===== src/rtl/ysyx_22040386_pkg.sv =====
// Shared write-back types: GPR index/data widths and the result request
// struct that EXU and LSU hand to the write-back unit.
package ysyx_22040386_pkg;

  localparam int GPR_ADDR_W = 5;
  localparam int XLEN       = 64;
  localparam int NUM_GPR    = 1 << GPR_ADDR_W;

  typedef logic [GPR_ADDR_W-1:0] gpr_idx_t;
  typedef logic [XLEN-1:0]       xlen_t;

  typedef struct packed {
    gpr_idx_t rd;
    xlen_t    wdata;
  } wb_req_t;

endpackage


===== src/rtl/ysyx_22040386_scoreboard.sv =====
// Per-GPR busy scoreboard. A bit is set when decode issues a writer of that
// register and cleared when the register file write for it is presented.
// x0 is never marked busy. Two query ports serve decode's rs1/rs2 lookups;
// the full vector is exported for the issue and error checks.
module ysyx_22040386_scoreboard
  import ysyx_22040386_pkg::*;
(
  input  logic                  clk,
  input  logic                  rst_n,
  input  logic                  set_en,
  input  logic [GPR_ADDR_W-1:0] set_idx,
  input  logic                  clr_en,
  input  logic [GPR_ADDR_W-1:0] clr_idx,
  input  logic [GPR_ADDR_W-1:0] q1_idx,
  input  logic [GPR_ADDR_W-1:0] q2_idx,
  output logic                  q1_busy,
  output logic                  q2_busy,
  output logic [NUM_GPR-1:0]    busy
);

  logic [NUM_GPR-1:0] busy_q;

  // Busy bits: clear on write-back, set on issue; different indices may do both at once
  always_ff @(posedge clk) begin
    if (!rst_n) begin
      busy_q <= '0;
    end else begin
      if (clr_en) begin
        busy_q[clr_idx] <= 1'b0;
      end
      if (set_en && (set_idx != '0)) begin
        busy_q[set_idx] <= 1'b1;
      end
    end
  end

  assign busy    = busy_q;
  assign q1_busy = busy_q[q1_idx];
  assign q2_busy = busy_q[q2_idx];

endmodule


===== src/rtl/ysyx_22040386_wbu.sv =====
// Write-back unit: arbitrates LSU (priority) and EXU results onto the single
// GPR write port through one register stage, and tracks pending writes so
// decode can stall on RAW/WAW hazards.
// Optional feature macro: YSYX_22040386_WB_BYPASS_EN adds a forwarding path
// from the registered write port to the rs1/rs2 queries.
module ysyx_22040386_wbu
  import ysyx_22040386_pkg::*;
#(
  parameter int ADDR_WIDTH = GPR_ADDR_W,
  parameter int DATA_WIDTH = XLEN
) (
  input  logic                  clk,
  input  logic                  rst_n,
  input  logic                  iss_valid,
  output logic                  iss_ready,
  input  logic [ADDR_WIDTH-1:0] iss_rd,
  input  logic                  exu_valid,
  output logic                  exu_ready,
  input  logic [ADDR_WIDTH-1:0] exu_rd,
  input  logic [DATA_WIDTH-1:0] exu_wdata,
  input  logic                  lsu_valid,
  output logic                  lsu_ready,
  input  logic [ADDR_WIDTH-1:0] lsu_rd,
  input  logic [DATA_WIDTH-1:0] lsu_wdata,
  output logic                  rf_wen,
  output logic [ADDR_WIDTH-1:0] rf_waddr,
  output logic [DATA_WIDTH-1:0] rf_wdata,
  input  logic [ADDR_WIDTH-1:0] rs1_addr,
  input  logic [ADDR_WIDTH-1:0] rs2_addr,
  output logic                  rs1_busy,
  output logic                  rs2_busy,
  output logic                  wb_err
`ifdef YSYX_22040386_WB_BYPASS_EN
  ,
  output logic                  rs1_byp_valid,
  output logic                  rs2_byp_valid,
  output logic [DATA_WIDTH-1:0] rs1_byp_data,
  output logic [DATA_WIDTH-1:0] rs2_byp_data
`endif
);

  wb_req_t            win_req;
  logic               accept;
  logic               win_busy;
  logic               rs1_busy_raw;
  logic               rs2_busy_raw;
  logic [NUM_GPR-1:0] busy_vec;

  // LSU always wins; EXU is only taken when no load result competes
  assign lsu_ready = 1'b1;
  assign exu_ready = !lsu_valid;
  assign accept    = lsu_valid || exu_valid;

  // Select the winning result
  always_comb begin
    win_req = '{rd: exu_rd, wdata: exu_wdata};
    if (lsu_valid) begin
      win_req = '{rd: lsu_rd, wdata: lsu_wdata};
    end
  end

  assign win_busy  = busy_vec[win_req.rd];
  assign iss_ready = !busy_vec[iss_rd];

  ysyx_22040386_scoreboard u_scoreboard (
    .clk     (clk),
    .rst_n   (rst_n),
    .set_en  (iss_valid && iss_ready),
    .set_idx (iss_rd),
    .clr_en  (rf_wen),
    .clr_idx (rf_waddr),
    .q1_idx  (rs1_addr),
    .q2_idx  (rs2_addr),
    .q1_busy (rs1_busy_raw),
    .q2_busy (rs2_busy_raw),
    .busy    (busy_vec)
  );

  // Register the accepted result onto the RF port; x0 writes never assert rf_wen
  always_ff @(posedge clk) begin
    if (!rst_n) begin
      rf_wen   <= 1'b0;
      rf_waddr <= '0;
      rf_wdata <= '0;
      wb_err   <= 1'b0;
    end else begin
      rf_wen <= accept && (win_req.rd != '0);
      if (accept) begin
        rf_waddr <= win_req.rd;
        rf_wdata <= win_req.wdata;
      end
      if (accept && (win_req.rd != '0) && !win_busy) begin
        wb_err <= 1'b1;
      end
    end
  end

`ifdef YSYX_22040386_WB_BYPASS_EN
  logic rs1_hit;
  logic rs2_hit;

  assign rs1_hit       = rf_wen && (rf_waddr == rs1_addr);
  assign rs2_hit       = rf_wen && (rf_waddr == rs2_addr);
  assign rs1_busy      = rs1_busy_raw && !rs1_hit;
  assign rs2_busy      = rs2_busy_raw && !rs2_hit;
  assign rs1_byp_valid = rs1_hit;
  assign rs2_byp_valid = rs2_hit;
  assign rs1_byp_data  = rf_wdata;
  assign rs2_byp_data  = rf_wdata;
`else
  assign rs1_busy = rs1_busy_raw;
  assign rs2_busy = rs2_busy_raw;
`endif

endmodule


===== config.mk =====
export PLATFORM = sky130hd
export DESIGN_NAME = ysyx_22040386_wbu
export DESIGN_NICKNAME = d
export VERILOG_FILES = /design/src/rtl/ysyx_22040386_pkg.sv /design/src/rtl/ysyx_22040386_scoreboard.sv /design/src/rtl/ysyx_22040386_wbu.sv
export SDC_FILE = /design/constraint.sdc
export NUM_CORES = 1
export LEC_CHECK = 0
export ABC_CLOCK_PERIOD_IN_PS = 2300
export CAP_MARGIN = 20
export CELL_PAD_IN_SITES_DETAIL_PLACEMENT = 1
export CELL_PAD_IN_SITES_GLOBAL_PLACEMENT = 1
export CORE_UTILIZATION = 30
export CTS_CLUSTER_SIZE = 20
export DETAILED_ROUTE_END_ITERATION = 10
export GPL_TIMING_DRIVEN = 0
export HOLD_SLACK_MARGIN = 0.05
export PLACE_DENSITY = 0.85
export SLEW_MARGIN = 15
export SYNTH_ARGS = -nofsm -noshare
export SYNTH_HDL_FRONTEND = slang
export SYNTH_SLANG_ARGS = --single-unit

===== constraint.sdc =====
create_clock -name clk -period 2.3 [get_ports clk]
set_input_delay 0.46 -clock clk [delete_from_list [all_inputs] [get_ports clk]]
set_output_delay 0.46 -clock clk [all_outputs]
set_load 0.02 [all_outputs]

==> qor.txt <==
port bufs: 223
Rel. slew slack: 0.3607
Post-CTS Hold Buffers: 0
starting density of the core: 0.3071
Top Family by Delay on Critical Path: multiplexers
gp weighted congestion: 0.8479
routed length on met3: 1.553 mm
kind of launch point of the worst setup path: register
count of flip-flops with a built-in enable after synthesis: 0
via count of the first global-routing pass: 5,909
clock tree from TritonCTS: built
cell area after synthesis: 5783 µm²
Worst Skew: 0.01238 ns
Synth async-reset ratio: 0
total of warnings raised by yosys: 0
crit end category: output port
Cell Rows: 50
highest cell delay on the worst timing path: 0.50 ns
Static Leakage: 3.770 nW
number of storage elements in the synthesis netlist: 103
clk sink count: 103
worst vdd rail ir drop: 0.3216 mV
arrival time of data at the critical path endpoint: 2.08 ns
pwr/cell area: 541.5 nW/µm²
setup ws final: -0.2423 ns
largest net degree at the start of global routing: 18
number of antenna violations at the first check in global routing: 0
status: finished, violations left
most common flop cell mapped by yosys: dfxtp_1
Skew-Pair Late Insertion Delay: 0.35 ns
Critical Path RT: 1.84 ns
final critical-path share of the clock period: 1.105
height of the die: 140.8 µm
final critical-path required period: 2.542 ns
total negative slack: -0.6773 ns
number of nets in the synthesized netlist: 702
met2 WL: 11.56 mm
final hold viol count: 0
average via count per standard cell: 5.252
post-CTS clock slew at the launch and capture registers of the worst setup and hold paths: 0.07 ns
Buf+Inv Stages, Crit Path: 1
root buffer cell: clkbuf_16
DRT Pass-1 Iters: 5
Antenna Violating Nets Remaining: 0
mean area per synthesized cell: 10.63 µm²
total number of nets in the final design: 940
final count of pins violating max slew: 0
count of maximum capacitance violations: 0
remaining design rule violation count: 0
total wire length: 22.22 mm
die outline area: 19,840 µm²
number of buffers added by the clock tree synthesis step: 9
uppermost routed layer: met4
most frequent CP cell: mux4_2
layout cells sized above 1: 0.1512
DP Wirelength: 17.36 mm
transition time at the pin with the least slew margin: 0.9457 ns
Fmax: 393.4 MHz
cell-by-cell listing of the critical path: mux4_2, mux4_2, mux2_4, buf_6
CTS H-tree lvls: 3
routed length per instance: 21.22 µm
sequential fraction of the synthesis area: 0.3566
die width: 140.8 µm
deepest clock path buffer count: 2
core area: 18,830 µm²
fraction of the core area covered by cells at the end of the flow: 0.4657
Diodes inserted: 0
path class of the lowest-slack min-delay path: register to register
detailed-route via count: 5,499
worst slack after detailed placement: -1.301 ns
RSZ-0062 raised after global routing: yes
failing checks: negative setup slack
metal1 wirelength: 8.393 mm
global-route wire length before repair: 33.78 mm
residual overflow from global routing: 0
post-synth cell types: 50
Critical Path Fanout Max: 5
area grow syn2layout: 51.64%
count of endpoints failing setup in the final report: 3
total global routing track utilization: 0.2248
crit path kind: register to output port
critical path's slowest cell: mux4_2
# IOs: 234
detailed router's first-iteration violation count: 226
cells after synthesis: 544
[metrics by stage]
step	hold WS (ns)	power (mW)	instances	cell area [µm²]
after floorplan	0.4388	2.549	544	5812
after global placement	0.4607	3.143	1027	8369
after detailed placement	0.4826	3.170	1027	8369
after CTS	0.4759	4.793	1047	8756
after global routing	0.5150	4.949	1047	8770
final	0.4794	4.749	1047	8770
[logic make-up after synthesis]
logic type	count (synthesis)	share of synthesized area
and+or+nand+nor	142	0.1201
AOI/OAI and AO/OA	130	0.1928
muxes	114	0.2797
DFF	103	0.3566
buffers and inverters	54	0.05019
other	1	0.0006484
[synthesized netlist by cell type, types with 2 or more instances]
master      n  share of area
nand4b_1    2         0.0030
nand2_1    94          0.061
o311a_1     4         0.0069
mux2_2      3         0.0058
nor4_1      2         0.0022
mux4_1      6          0.027
o211ai_1   12          0.016
dfxtp_1   103           0.36
clkbuf_8    6          0.014
nor2_1      5         0.0032
nand2b_1    3         0.0032
buf_4       2         0.0026
nand3_1    10         0.0087
mux2i_1    75           0.13
and3_1      2         0.0022
o211a_1    64           0.11
a21oi_1     2         0.0017
a32o_1     15          0.026
mux4_2     29           0.11
nand2b_4    4         0.0095
nand4_1     2         0.0022
nor3b_1     6         0.0078
o21ai_1    16          0.014
buf_2       9         0.0078
clkbuf_1   28          0.018
buf_1       5         0.0032
o21ai_0    10         0.0087
nand3b_1    3         0.0039
[power by group]
part,internal (mW),switching [mW],total (mW)
sequential,1.88,0.0683,1.95
combinational,0.633,0.545,1.18
clock,0.910,0.710,1.62
[final cells by class]
class | instances | area (µm²)
multi-input cells | 387 | 3432
fillers | 2055 | 10060
inverters | 2 | 10.01
repair buffers | 228 | 2278
plain buffers | 51 | 317.8
well taps | 260 | 325.3
flip-flops and latches | 103 | 2097
clock inverters | 4 | 52.55
clock buffers | 12 | 256.5
[registers in the layout (all words and copies together), names as in the netlist]
register and flops:
wb_err 1, rf_wen 1, u_scoreboard.busy 32, rf_wdata 64, rf_waddr 5
[cells in the final DEF (no fill, tap or decap), drive strengths merged, types with 3 or more instances in the layout]
master,count
nand3b,3
mux2,3
o311a,4
nand3,10
nor3b,6
inv,3
nand2,94
o21ai,26
a32o,15
and3,3
nor2,5
clkdlybuf4s50,218
dfxtp,103
mux4,35
buf,26
clkbuf,46
o211ai,12
mux2i,76
o211a,64
nand2b,7
[final timing paths]
| kind | from | endpoint | slack [ns] | cells past startpoint |
|---|---|---|---|---|
| setup / recovery | u_scoreboard.busy[16]$_SDFF_PN0_ | rs1_busy | -0.24 | 4 |
| hold / removal | u_scoreboard.busy[0]$_SDFF_PN0_ | u_scoreboard.busy[0]$_SDFF_PN0_ | 0.48 | 2 |
| setup reg to reg | u_scoreboard.busy[13]$_SDFF_PN0_ | u_scoreboard.busy[14]$_SDFF_PN0_ | 0.29 | 5 |
| hold reg to reg | u_scoreboard.busy[0]$_SDFF_PN0_ | u_scoreboard.busy[0]$_SDFF_PN0_ | 0.48 | 2 |
[tightest hold or removal path, cell delays in order (launching register included)]
cell and delay, ns:
dfxtp_2 0.35, nand2_1 0.06, a21oi_1 0.03
[metal layers]
metal  up-vias  GRT usage
met2       204     0.4085
met5         -          0
met3        39    0.06488
met4         0    0.08810
met1      2696     0.2455
li1       2560          -
[repair_timing]
item,CTS,global route
resized for setup,53,10
pin swaps,0,0
setup endpoints to repair,37,5
endpoints found under the hold margin,0,0
buffers inserted,5,0
(Power assumes the default switching activity.)
